`src/rtl/exec_wb_stage_if.sv`:
```
// Bundle for exec_wb_stage: decode-side op handshake, ALU operand/result path and
// register-file writeback handshake. The stage uses the slave view.
interface exec_wb_stage_if #(
    parameter int DATA_W     = 16,
    parameter int REG_ADDR_W = 4,
    parameter int OPC_W      = 8
);
    logic                  in_valid;
    logic                  in_ready;
    logic [OPC_W-1:0]      in_opcode;
    logic [DATA_W-1:0]     in_a;
    logic [DATA_W-1:0]     in_b;
    logic [REG_ADDR_W-1:0] in_dest;

    logic [DATA_W-1:0]     alu_a;
    logic [DATA_W-1:0]     alu_b;
    logic [OPC_W-1:0]      alu_opcode;
    logic [DATA_W-1:0]     alu_c;
    logic                  alu_carry;
    logic                  alu_flag;
    logic                  alu_low;
    logic                  alu_negative;
    logic                  alu_zero;

    logic                  wb_valid;
    logic                  wb_ready;
    logic [REG_ADDR_W-1:0] wb_dest;
    logic [DATA_W-1:0]     wb_data;

    modport slave (
        input  in_valid, in_opcode, in_a, in_b, in_dest,
        output in_ready,
        output alu_a, alu_b, alu_opcode,
        input  alu_c, alu_carry, alu_flag, alu_low, alu_negative, alu_zero,
        output wb_valid, wb_dest, wb_data,
        input  wb_ready
    );

    modport master (
        output in_valid, in_opcode, in_a, in_b, in_dest,
        input  in_ready,
        input  alu_a, alu_b, alu_opcode,
        output alu_c, alu_carry, alu_flag, alu_low, alu_negative, alu_zero,
        input  wb_valid, wb_dest, wb_data,
        output wb_ready
    );
endinterface

```
`src/rtl/exec_wb_stage.sv`:
```
// Execute/writeback stage: registers ops into the ALU, captures result/flags, keeps the PSR.
// Optional macro EXEC_ILLEGAL_TRAP_EN: undefined opcodes set a sticky illegal_op flag.
module exec_wb_stage #(
    parameter int DATA_W     = 16,
    parameter int REG_ADDR_W = 4,
    parameter int OPC_W      = 8
) (
    input  logic           clk,
    input  logic           reset,
    exec_wb_stage_if.slave bus,
    output logic [4:0]     psr,
    output logic           illegal_op
);
    typedef enum logic [1:0] {IDLE, EXEC, HOLD} state_t;

    localparam logic [OPC_W-1:0] OPC_ADD_LAST   = OPC_W'(7);
    localparam logic [OPC_W-1:0] OPC_SUB_LAST   = OPC_W'(9);
    localparam logic [OPC_W-1:0] OPC_CMP_LAST   = OPC_W'(11);
    localparam logic [OPC_W-1:0] OPC_LOGIC_LAST = OPC_W'(21);
    localparam logic [OPC_W-1:0] OPC_NOP        = OPC_W'(22);

    function automatic logic is_add(input logic [OPC_W-1:0] opc);
        return opc <= OPC_ADD_LAST;
    endfunction

    function automatic logic is_sub(input logic [OPC_W-1:0] opc);
        return (opc > OPC_ADD_LAST) && (opc <= OPC_SUB_LAST);
    endfunction

    function automatic logic is_cmp(input logic [OPC_W-1:0] opc);
        return (opc > OPC_SUB_LAST) && (opc <= OPC_CMP_LAST);
    endfunction

    function automatic logic is_wb(input logic [OPC_W-1:0] opc);
        return (opc <= OPC_LOGIC_LAST) && !is_cmp(opc);
    endfunction

    // PSR layout {N,Z,F,L,C}; only the bits owned by the op class are replaced,
    // so don't-care flag values from the ALU never reach the register.
    function automatic logic [4:0] psr_upd(input logic [4:0] p, input logic [OPC_W-1:0] opc,
                                           input logic c, input logic f, input logic l,
                                           input logic n, input logic z);
        logic [4:0] r;
        r = p;
        if (is_add(opc)) begin
            r[0] = c;
            r[2] = f;
            r[3] = z;
        end else if (is_sub(opc)) begin
            r[2] = f;
            r[3] = z;
        end else if (is_cmp(opc)) begin
            r[1] = l;
            r[3] = z;
            r[4] = n;
        end
        return r;
    endfunction

    state_t                state;
    state_t                state_nxt;
    logic                  accept;
    logic [REG_ADDR_W-1:0] dest_p0;

    always_comb begin
        state_nxt    = state;
        bus.in_ready = 1'b0;
        case (state)
            IDLE: begin
                bus.in_ready = 1'b1;
                if (bus.in_valid) state_nxt = EXEC;
            end
            EXEC: begin
                state_nxt = is_wb(bus.alu_opcode) ? HOLD : IDLE;
            end
            HOLD: begin
                bus.in_ready = bus.wb_ready;
                if (bus.wb_ready) state_nxt = bus.in_valid ? EXEC : IDLE;
            end
            default: state_nxt = IDLE;
        endcase
    end

    assign accept = bus.in_valid & bus.in_ready;

    // p0: operands latched into the ALU on accept
    always_ff @(posedge clk) begin
        if (accept) dest_p0 <= bus.in_dest;
    end

    // p1: ALU outputs sampled in EXEC; writeback held until the register file takes it
    always_ff @(posedge clk) begin
        if (reset) begin
            state          <= IDLE;
            bus.alu_a      <= '0;
            bus.alu_b      <= '0;
            bus.alu_opcode <= OPC_NOP;
            bus.wb_valid   <= 1'b0;
            bus.wb_dest    <= '0;
            bus.wb_data    <= '0;
            psr            <= '0;
        end else begin
            state <= state_nxt;
            if (accept) begin
                bus.alu_a      <= bus.in_a;
                bus.alu_b      <= bus.in_b;
                bus.alu_opcode <= bus.in_opcode;
            end
            if (state == EXEC) begin
                psr <= psr_upd(psr, bus.alu_opcode, bus.alu_carry, bus.alu_flag,
                               bus.alu_low, bus.alu_negative, bus.alu_zero);
                if (is_wb(bus.alu_opcode)) begin
                    bus.wb_valid <= 1'b1;
                    bus.wb_data  <= bus.alu_c;
                    bus.wb_dest  <= dest_p0;
                end
            end
            if ((state == HOLD) && bus.wb_ready) bus.wb_valid <= 1'b0;
        end
    end

`ifdef EXEC_ILLEGAL_TRAP_EN
    always_ff @(posedge clk) begin
        if (reset) begin
            illegal_op <= 1'b0;
        end else if ((state == EXEC) && (bus.alu_opcode > OPC_NOP)) begin
            illegal_op <= 1'b1;
        end
    end
`else
    assign illegal_op = 1'b0;
`endif
endmodule

```
`src/flat_wrapper.sv`:
```
// flat-port wrapper written by rule: the top's interface ports become plain ports
module exec_wb_stage_flat 
#(
    parameter int DATA_W     = 16,
    parameter int REG_ADDR_W = 4,
    parameter int OPC_W      = 8
)
  (clk, reset, psr, illegal_op, bus_in_valid, bus_in_opcode, bus_in_a, bus_in_b, bus_in_dest, bus_in_ready, bus_alu_a, bus_alu_b, bus_alu_opcode, bus_alu_c, bus_alu_carry, bus_alu_flag, bus_alu_low, bus_alu_negative, bus_alu_zero, bus_wb_valid, bus_wb_dest, bus_wb_data, bus_wb_ready);
  exec_wb_stage_if #(.DATA_W(DATA_W), .REG_ADDR_W(REG_ADDR_W), .OPC_W(OPC_W)) bus_i ();
  input  logic clk;
  input  logic reset;
  output logic [4:0] psr;
  output logic illegal_op;
  input wire logic [$bits(bus_i.in_valid)-1:0] bus_in_valid;
  input wire logic [$bits(bus_i.in_opcode)-1:0] bus_in_opcode;
  input wire logic [$bits(bus_i.in_a)-1:0] bus_in_a;
  input wire logic [$bits(bus_i.in_b)-1:0] bus_in_b;
  input wire logic [$bits(bus_i.in_dest)-1:0] bus_in_dest;
  output wire logic [$bits(bus_i.in_ready)-1:0] bus_in_ready;
  output wire logic [$bits(bus_i.alu_a)-1:0] bus_alu_a;
  output wire logic [$bits(bus_i.alu_b)-1:0] bus_alu_b;
  output wire logic [$bits(bus_i.alu_opcode)-1:0] bus_alu_opcode;
  input wire logic [$bits(bus_i.alu_c)-1:0] bus_alu_c;
  input wire logic [$bits(bus_i.alu_carry)-1:0] bus_alu_carry;
  input wire logic [$bits(bus_i.alu_flag)-1:0] bus_alu_flag;
  input wire logic [$bits(bus_i.alu_low)-1:0] bus_alu_low;
  input wire logic [$bits(bus_i.alu_negative)-1:0] bus_alu_negative;
  input wire logic [$bits(bus_i.alu_zero)-1:0] bus_alu_zero;
  output wire logic [$bits(bus_i.wb_valid)-1:0] bus_wb_valid;
  output wire logic [$bits(bus_i.wb_dest)-1:0] bus_wb_dest;
  output wire logic [$bits(bus_i.wb_data)-1:0] bus_wb_data;
  input wire logic [$bits(bus_i.wb_ready)-1:0] bus_wb_ready;
  assign bus_i.in_valid = bus_in_valid;
  assign bus_i.in_opcode = bus_in_opcode;
  assign bus_i.in_a = bus_in_a;
  assign bus_i.in_b = bus_in_b;
  assign bus_i.in_dest = bus_in_dest;
  assign bus_in_ready = bus_i.in_ready;
  assign bus_alu_a = bus_i.alu_a;
  assign bus_alu_b = bus_i.alu_b;
  assign bus_alu_opcode = bus_i.alu_opcode;
  assign bus_i.alu_c = bus_alu_c;
  assign bus_i.alu_carry = bus_alu_carry;
  assign bus_i.alu_flag = bus_alu_flag;
  assign bus_i.alu_low = bus_alu_low;
  assign bus_i.alu_negative = bus_alu_negative;
  assign bus_i.alu_zero = bus_alu_zero;
  assign bus_wb_valid = bus_i.wb_valid;
  assign bus_wb_dest = bus_i.wb_dest;
  assign bus_wb_data = bus_i.wb_data;
  assign bus_i.wb_ready = bus_wb_ready;
  exec_wb_stage #(.DATA_W(DATA_W), .REG_ADDR_W(REG_ADDR_W), .OPC_W(OPC_W)) u_core (.clk(clk), .reset(reset), .bus(bus_i), .psr(psr), .illegal_op(illegal_op));
endmodule
```
`config.mk`:
```
export PLATFORM = sky130hd
export DESIGN_NAME = exec_wb_stage_flat
export DESIGN_NICKNAME = d
export VERILOG_FILES = /design/src/rtl/exec_wb_stage_if.sv /design/src/rtl/exec_wb_stage.sv /design/src/flat_wrapper.sv
export SDC_FILE = /design/constraint.sdc
export NUM_CORES = 1
export LEC_CHECK = 0
export BUFFER_PORTS_ARGS = -buffer_cell sky130_fd_sc_hd__buf_2
export CAP_MARGIN = 20
export CORE_AREA = 8 8 68 128
export CTS_CLUSTER_DIAMETER = 200
export CTS_CLUSTER_SIZE = 16
export DETAILED_ROUTE_END_ITERATION = 12
export DIE_AREA = 0 0 76 136
export MAX_ROUTING_LAYER = met4
export PLACE_DENSITY = 0.74
export REMOVE_ABC_BUFFERS = 1
export SLEW_MARGIN = 20
export SYNTH_ARGS = -nofsm -noshare
export SYNTH_HDL_FRONTEND = slang
export SYNTH_SLANG_ARGS = --single-unit
```
`constraint.sdc`:
```
create_clock -name clk -period 1.5 [get_ports clk]
set_input_delay 0.3 -clock clk [delete_from_list [all_inputs] [get_ports clk]]
set_output_delay 0.3 -clock clk [all_outputs]
set_load 0.01 [all_outputs]
```
==> results.cfg, run 1 <==
[routing]
drt-initial-drc-count = 114
final_antenna_net_count = 0
num_vias = 2534
via_per_inst = 4.69
wl_per_cell_um = 13.9
route.detailed.drc = 0
drt-total-wl_um = 7520
dr.pass1.iters = 4

[clocking]
clock_latency_ns = 0.33
cts.reportedPaths.clkPinSlew_ns = 0.05
cts_buffers = 9
hold_buffers = 0
cts_max_level = 3
cts_tree = built
cts_sinks = 72
cts_buffer_depth = 2
clockRootBuffer = clkbuf_16

[sta]
fmax_mhz = 690
whs_ns = 0.149
rsz0062_at_grt = yes
worst_slack_ns = 0.0497
finalSetupViolCount = 0
final_max_slew_viol_count = 0
skew_ns = 0.00609
fin_crit_sh_pct = 96.7
fin_tns_setup_ns = 0
hold_viol = 0
finalCriticalPeriod_ns = 1.45

[setup_path]
startpoint_type = flop
crit_type = flop to flop
end_kind = flop
worstPathRequired_ns = 1.75
worstPathMaxFanout = 11
arrival_ns = 1.70

[die]
die_area_um2 = 10300
die_x_um = 76
pin_count = 137
die_h_um = 136
core_um2 = 7100
initial_core_util_pct = 39.3
num_rows = 44

[global_routing]
antenna_found_initial = 0
grt_use_total_pct = 14.5
grt_max_degree = 65
overflow = 0
grt_pass1_vias = 2541
grt_pass1_wl_um = 11800

[placement]
dp_slack_ns = 0.0788
dp_hpwl_um = 5380
place.gp.congestion = 0.719
portBuffers = 135

[yosys]
ys_types = 28
ys_seq_area_share_pct = 53.0
ys_seq_elements = 72
synth_edf_count = 4
yosys_most_used_dff = dfxtp_1
async_reset_ff_share_pct = 0
synth_warnings = 0
synth_area_leaders = dfxtp_1, nand2_1, mux2i_1, nand2b_1, a21oi_1
synth_area_leader_cell = dfxtp_1
syn_area_per_cell_um2 = 9.16
synthesis.area_um2 = 2790
synth_cells = 305
netlist.area_leader.share_pct = 48.7

[layout]
areaGrowthSynthToFinish_pct = 40.9
num_antenna_cells = 0
nets = 513
layout_commonest_cell = buf_2
drive_gt1_share_pct = 38.2
seq_area_um2 = 1490
multi_input_area_um2 = 1210
fillers = 644
layout_common_cells = buf_2, nand2_1, dfxtp_1, nand2b_1, a21oi_1

[outcome]
status = finished, final reports clean

[worst_hold_path]
hold_class = input port to flop

[pwr]
p_leak_nw = 1.86
p_per_area_nw_per_um2 = 1170
peakVddDrop_mv = 0.791

[flow_run]
maxCapViolCount = 0
-- synthesized netlist by cell type, types with 2 or more instances --
cell type / number
nand3b_1: 5
inv_1: 2
nand3_1: 2
buf_8: 2
buf_2: 4
dfxtp_1: 68
edfxtp_1: 4
mux2i_1: 25
clkbuf_1: 13
nand2b_1: 40
nand2_1: 81
o21a_1: 2
a21oi_1: 37
nor2_1: 6
-- cell type report --
cell class / instances / area share, %
Sequential cell: 72 / 37.7
Multi-Input combinational cell: 210 / 30.7
Timing Repair Buffer: 148 / 21.5
Clock buffer: 12 / 6.52
Tap cell: 92 / 2.92
Clock inverter: 3 / 0.413
Inverter: 3 / 0.286
-- timing repair --
item | in CTS | in global routing
endpoints found under the setup margin | 1 | 3
gates cloned | 0 | 2
resized for setup | 1 | 3
buffers inserted | 0 | 2
-- per-stage QoR --
| step | instances | total power [mW] | cell area, um2 | utilization (%) |
|---|---|---|---|---|
| after floorplan | 285 | 2.38 | 2690 | - |
| after global placement | 521 | 2.68 | 3600 | 50.8 |
| after detailed placement | 521 | 2.69 | 3600 | 50.8 |
| after CTS | 536 | 4.65 | 3880 | 54.6 |
| after global routing | 540 | 4.81 | 3940 | 55.4 |
| final | 540 | 4.60 | 3940 | 55.4 |
-- state kept, by name, indices dropped and copies added (netlist names) --
register               cells
u_core.psr                 5
u_core.bus.alu_a          16
u_core.dest_p0             4
u_core.state               2
u_core.bus.wb_dest         4
u_core.bus.wb_data        16
u_core.bus.alu_opcode      8
u_core.bus.alu_b          16
u_core.bus.wb_valid        1
-- path summary, 6_finish.rpt --
path,start,to,slack (ns),cells after the start
worst min register to register,u_core.bus.alu_b[12]$_SDFFE_PP0P_,u_core.bus.alu_b[12]$_SDFFE_PP0P_,0.45,2
worst min-delay path,bus_in_dest[0],u_core.dest_p0[0]$_DFFE_PP_,0.15,1
worst max register to register,u_core.bus.alu_opcode[2]$_SDFFE_PP1P_,u_core.bus.wb_data[8]$_SDFFE_PP0P_,0.05,6
worst max-delay path,u_core.bus.alu_opcode[2]$_SDFFE_PP1P_,u_core.bus.wb_data[8]$_SDFFE_PP0P_,0.05,6
-- worst max-delay path, stage by stage, from the launching register on --
cell,delay [ns]
dfxtp_1,0.40
nor2b_4,0.06
a21o_1,0.17
a221oi_4,0.23
buf_4,0.16
buf_12,0.14
mux2i_1,0.21
-- layer usage --
layer | vias up | global-route usage (%) | wire length (um)
met1 | 1127 | 17.0 | 3470
met3 | 8 | 9.27 | 916
li1 | 1274 | - | -
met2 | 125 | 18.8 | 3030
met5 | - | - | 0
met4 | 0 | 6.26 | 97
-- kinds of logic after synthesis --
family                 synth area share [%]
and+or+nand+nor                        24.1
DFF                                    53.0
AOI/OAI and AO/OA                      9.58
muxes                                  8.96
buffers and inverters                  4.21
other                                 0.134
-- power breakdown --
part	leakage (nW)	internal, mW	switching, mW	total (mW)
Combinational	1.12	0.275	0.297	0.572
Clock	0.139	1.19	0.744	1.94
Sequential	0.595	2.03	0.0561	2.09
No activity file was read; power rests on OpenSTA's default activity.
==> inputs of run 2 (changes only) <==
--- a/config.mk
+++ b/config.mk
@@ -5,15 +5,15 @@
 export SDC_FILE = /design/constraint.sdc
 export NUM_CORES = 1
 export LEC_CHECK = 0
-export BUFFER_PORTS_ARGS = -buffer_cell sky130_fd_sc_hd__buf_2
 export CAP_MARGIN = 20
-export CORE_AREA = 8 8 68 128
+export CORE_AREA = 8 8 59 111
 export CTS_CLUSTER_DIAMETER = 200
 export CTS_CLUSTER_SIZE = 16
 export DETAILED_ROUTE_END_ITERATION = 12
-export DIE_AREA = 0 0 76 136
+export DIE_AREA = 0 0 67 119
+export DONT_BUFFER_PORTS = 1
 export MAX_ROUTING_LAYER = met4
-export PLACE_DENSITY = 0.74
+export PLACE_DENSITY = 0.73
 export REMOVE_ABC_BUFFERS = 1
 export SLEW_MARGIN = 20
 export SYNTH_ARGS = -nofsm -noshare
==> run 2 against run 1 <==
Global-route usage rose by 2.2 points. Count of clock-buffer cells in the layout decreased by 2. Die area decreased by 23%. Register-to-register slack got worse by 0.06 ns. The flow now finishes with violations (negative setup slack).
==> results.cfg, run 2 (synthesized netlist as in run 1, its figures left out) <==
[pwr]
p_per_area_nw_per_um2 = 1280
power_frac_comb_pct = 8.2
sw_frac_of_total_pct = 23.4
peakVddDrop_mv = 1.27
p_int_mw = 3.17
power_frac_seq_pct = 51.7
p_leak_nw = 1.24
p_sw_uw = 967
power_mw = 4.13
clock_power_share_pct = 40.1

[clocking]
cts_max_level = 3
clockRootBuffer = clkbuf_8
cts_buffers = 9
cts_tree = built
cts_sinks = 72
clock_latency_ns = 0.33
cts_buffer_depth = 2
cts.reportedPaths.clkPinSlew_ns = 0.07

[layout]
areaGrowthSynthToFinish_pct = 15.3
layout_common_cells = nand2_1, dfxtp_1, nand2b_1, a21oi_1, mux2i_1
final_cells = 379
num_antenna_cells = 0
fillers = 427
nets = 385
layout_commonest_cell = nand2_1
final_util_pct = 63.3
reg_top3 = u_core.bus.alu_a (16), u_core.bus.alu_b (16), u_core.bus.wb_data (16)
drive_gt1_share_pct = 12.1
final_area_um2 = 3220

[die]
die_h_um = 119
die_x_um = 67
num_rows = 37
die_area_um2 = 7970
core_um2 = 5090
initial_core_util_pct = 54.9
pin_count = 137

[placement]
portBuffers = 0
dp_cells = 355
place.gp.congestion = 0.734
dp_slack_ns = 0.0321
dp_hpwl_um = 4630
place_area_um2 = 2870

[sta]
worst_slack_ns = -0.00734
finalCriticalPeriod_ns = 1.51
final_max_slew_viol_count = 0
rsz0062_at_grt = yes
finalSetupViolCount = 1
fmax_mhz = 663
hold_viol = 0
fin_tns_setup_ns = -0.00734
whs_ns = 0.0314
fin_crit_sh_pct = 100
skew_ns = 0.00527

[setup_path]
worstPathMaxFanout = 5
cpLargestDelayFamily = buffers and inverters
crit_chain = buf_6, nor3_4, nand3b_1, a221oi_4, buf_12, clkbuf_16, mux2i_1
critPathMaxStageDelay_ns = 0.34
path_buf_inv = 3
crit_type = flop to flop
slowest_stage = dfxtp_2
worstPathRequired_ns = 1.76
arrival_ns = 1.77
end_kind = flop
startpoint_type = flop

[routing]
wl_per_cell_um = 17.9
num_vias = 2046
dr.pass1.iters = 4
route.detailed.drc = 0
drt-total-wl_um = 6800
drt-initial-drc-count = 84
via_per_inst = 5.40
final_antenna_net_count = 0

[global_routing]
grt_max_degree = 89
antenna_found_initial = 0
grt_pass1_vias = 2008
grt_pass1_wl_um = 9940
grt_use_total_pct = 16.7
overflow = 0

[flow_run]
maxCapViolCount = 0

[outcome]
violations = negative setup slack
status = finished, violations left

[worst_hold_path]
hold_class = input port to flop
==> run 2: cell types whose count changed in the layout (fill, tap and decap cells not counted), moves of 3 or more <==
cell           previous run  this run
buf_2                   135         0
clkbuf_16                10         2
clkbuf_8                  2        10
buf_4                     7        10
dlygate4sd3_1             0         3
==> run 2: final cells by class <==
type / instances / area (um2) / share of cell area [%]
inverter: 3 / 13.8 / 0.427
tap: 58 / 72.6 / 2.25
sequential: 72 / 1480 / 46.0
timing repair buffer: 20 / 229 / 7.11
clock inverter: 6 / 82.6 / 2.56
multi-input combinational: 210 / 1200 / 37.4
clock buffer: 10 / 138 / 4.27
==> run 2: repair_timing <==
action | CTS | global route
gates resized for setup | 1 | 3
hold buffers | 0 | 3
endpoints found under the hold margin | 0 | 7
gates cloned | 0 | 3
setup endpoints to repair | 1 | 47
setup buffers | 0 | 2
==> run 2: final timing paths <==
kind | from | depth (start not counted) | endpoint | slack, ns
hold / removal | reset | 1 | u_core.bus.alu_a[10]$_SDFFE_PP0P_ | 0.03
hold reg to reg | u_core.bus.alu_a[15]$_SDFFE_PP0P_ | 2 | u_core.bus.alu_a[15]$_SDFFE_PP0P_ | 0.50
setup reg to reg | u_core.state[1]$_SDFFE_PP0P_ | 7 | u_core.bus.wb_data[12]$_SDFFE_PP0P_ | -0.007
setup / recovery | u_core.state[1]$_SDFFE_PP0P_ | 7 | u_core.bus.wb_data[12]$_SDFFE_PP0P_ | -0.007
==> run 2: power by group through the flow <==
stage                     clock network (mW)  logic (mW)  registers (mW)
after CTS                               1.70       0.301            2.14
after global routing                    1.78       0.375            2.15
after detailed placement                   0       0.298            2.19
after global placement                     0       0.289            2.18
after floorplan                            0       0.209            2.17
final                                   1.66       0.338            2.14
==> run 2: worst register-to-register path: stages (launching register included) <==
cell	delay, ns
dfxtp_2	0.34
buf_6	0.11
nor3_4	0.12
nand3b_1	0.13
a221oi_4	0.24
buf_12	0.16
clkbuf_16	0.15
mux2i_1	0.18
==> run 2: routing by layer <==
metal  global-route usage, %  routed length (um)  vias to the layer above
met2                    26.6                3670                       82
met5                       -                   0                        -
li1                        -                   -                     1015
met4                    10.3                 237                        0
met1                    16.2                2350                      933
met3                    6.57                 543                       16
==> inputs of run 3 (changes only) <==
--- a/config.mk
+++ b/config.mk
@@ -6,14 +6,14 @@
 export NUM_CORES = 1
 export LEC_CHECK = 0
 export CAP_MARGIN = 20
-export CORE_AREA = 8 8 59 111
+export CORE_AREA = 8 8 57 106
 export CTS_CLUSTER_DIAMETER = 200
 export CTS_CLUSTER_SIZE = 16
 export DETAILED_ROUTE_END_ITERATION = 12
-export DIE_AREA = 0 0 67 119
+export DIE_AREA = 0 0 65 114
 export DONT_BUFFER_PORTS = 1
 export MAX_ROUTING_LAYER = met4
-export PLACE_DENSITY = 0.73
+export PLACE_DENSITY = 0.76
 export REMOVE_ABC_BUFFERS = 1
 export SLEW_MARGIN = 20
 export SYNTH_ARGS = -nofsm -noshare
==> constraint.sdc (replaced) <==
create_clock -name clk -period 1.7 [get_ports clk]
set_input_delay 0.34 -clock clk [delete_from_list [all_inputs] [get_ports clk]]
set_output_delay 0.34 -clock clk [all_outputs]
set_load 0.01 [all_outputs]
==> run 3 against run 2 <==
Count of clock-buffer cells in the layout up 2. Via count fell by 2.2%. First-iteration DRC count is 25% higher. The flow now finishes without violations.
==> results.cfg, run 3 (synthesized netlist as in run 1, its figures left out) <==
[clocking]
cts_buffer_depth = 2
clockRootBuffer = clkbuf_8
cts_tree = built
cts_max_level = 3
cts.reportedPaths.clkPinSlew_ns = 0.07
post_cts.repair.setup_buffers = 0
cts_buffers = 9
cts_resized = 0
cts_sinks = 72
clock_latency_ns = 0.33
hold_buffers = 0

[sta]
slew-limit-headroom_pct = 52.1
finalCriticalPeriod_ns = 1.55
rsz0062_at_grt = no
hold_viol = 0
final_max_slew_viol_count = 0
tightestPinTransition_ns = 0.717
whs_ns = 0.0713
skew_ns = 0.00522
finalSetupViolCount = 0
fin_crit_sh_pct = 91.4
fmax_mhz = 644

[routing]
route.detailed.drc = 0
drt-initial-drc-count = 105
via_per_inst = 5.52
drt-total-wl_um = 6370
dr.pass1.iters = 6
wl_per_cell_um = 17.6
num_vias = 2000
final_antenna_net_count = 0

[worst_hold_path]
hold_class = input port to flop

[global_routing]
top_usage_layer = met2
use_met3_pct = 6.97
grt_pass1_wl_um = 9740
grt_pass1_vias = 2021
overflow = 0
antenna_found_initial = 0
grt_use_total_pct = 17.1
grtUsageMet2_pct = 28.0
met1_usage_pct = 17.5
grt_max_degree = 89

[die]
die_h_um = 114
die_area_um2 = 7410
die_x_um = 65
pin_count = 137
core_um2 = 4600
num_rows = 35
initial_core_util_pct = 60.8

[setup_path]
path_buf_inv = 1
critPathMaxStageDelay_ns = 0.52
critPathLaunch = u_core.bus.alu_opcode[2]$_SDFFE_PP1P_
path_depth = 5
cpLargestDelayFamily = flip-flops
r2r_start = u_core.bus.alu_opcode[2]$_SDFFE_PP1P_
crit_chain = nor2b_4, a21o_1, a221oi_4, buf_12, mux2i_1
startpoint_type = flop
slowest_stage = dfxtp_1
worstPathMaxFanout = 22
regToRegSetupSlack_ns = 0.15
r2r_end = u_core.bus.wb_data[3]$_SDFFE_PP0P_
endpoint = u_core.bus.wb_data[3]$_SDFFE_PP0P_
arrival_ns = 1.81
crit_type = flop to flop
reg2regPathDepth = 5
worstPathRequired_ns = 1.95
end_kind = flop

[layout]
final_area_um2 = 3000
nets = 371
layout_commonest_cell = nand2_1
num_antenna_cells = 0
reg_top3 = u_core.bus.alu_a (16), u_core.bus.alu_b (16), u_core.bus.wb_data (16)
layout_common_cells = nand2_1, dfxtp_1, nand2b_1, a21oi_1, mux2i_1
areaGrowthSynthToFinish_pct = 7.48
drive_gt1_share_pct = 7.82

[placement]
place.gp.congestion = 0.711
portBuffers = 0
place_area_um2 = 2820
dp_hpwl_um = 4600

[outcome]
status = finished, final reports clean

[flow_run]
maxCapViolCount = 0

[pwr]
p_per_area_nw_per_um2 = 1120
peakVddDrop_mv = 1.11
p_leak_nw = 1.14
[run 3: cell count changes in the layout (fill, tap and decap cells not counted), sizes merged]
cell,delta
dlygate4sd3,-3
buf,-9
bufinv,-1
clkinvlp,-1
[run 3: routing by layer]
metal / up-vias / wire length, um
li1: 982 / -
met1: 920 / 2320
met2: 88 / 3340
met3: 10 / 606
met4: 0 / 99
met5: - / 0
[run 3: how the worst min path moves through the flow]
stage / from / end / slack (ns) / depth (start not counted)
2_1_floorplan: reset / u_core.bus.alu_a[0]$_SDFFE_PP0P_ / 0.41 / 1
3_3_place_gp: reset / u_core.bus.alu_a[1]$_SDFFE_PP0P_ / 0.42 / 1
3_5_place_dp: reset / u_core.bus.alu_b[12]$_SDFFE_PP0P_ / 0.42 / 1
4_1_cts: reset / u_core.bus.alu_b[12]$_SDFFE_PP0P_ / 0.05 / 1
5_1_grt: reset / u_core.bus.alu_opcode[3]$_SDFFE_PP0P_ / 0.04 / 1
6_report: reset / u_core.bus.alu_a[4]$_SDFFE_PP0P_ / 0.07 / 1
[run 3: area by class of cell]
type / count / area (um2)
multi-input combinational: 210 / 1200
tap: 55 / 68.8
inverter: 3 / 11.3
timing repair buffer: 6 / 57.6
fill: 418 / 1600
sequential: 72 / 1480
clock inverter: 4 / 45.0
clock buffer: 12 / 135
[run 3: through the flow]
step | TNS [ns] | std cells | worst slack [ns] | power (mW) | utilization, %
final | 0 | 362 | 0.147 | 3.38 | 65.3
after global routing | 0 | 362 | 0.0413 | 3.54 | 65.3
after CTS | 0 | 362 | 0.133 | 3.43 | 65.3
after detailed placement | 0 | 346 | 0.152 | 2.18 | 61.4
after global placement | 0 | 346 | 0.214 | 2.17 | 61.4
after floorplan | -28.15 | 285 | -0.550 | 2.10 | -
[run 3: power by group]
group / total (mW) / internal [mW] / switching (mW)
clock network: 1.24 / 0.672 / 0.573
registers: 1.89 / 1.79 / 0.103
logic: 0.238 / 0.108 / 0.130
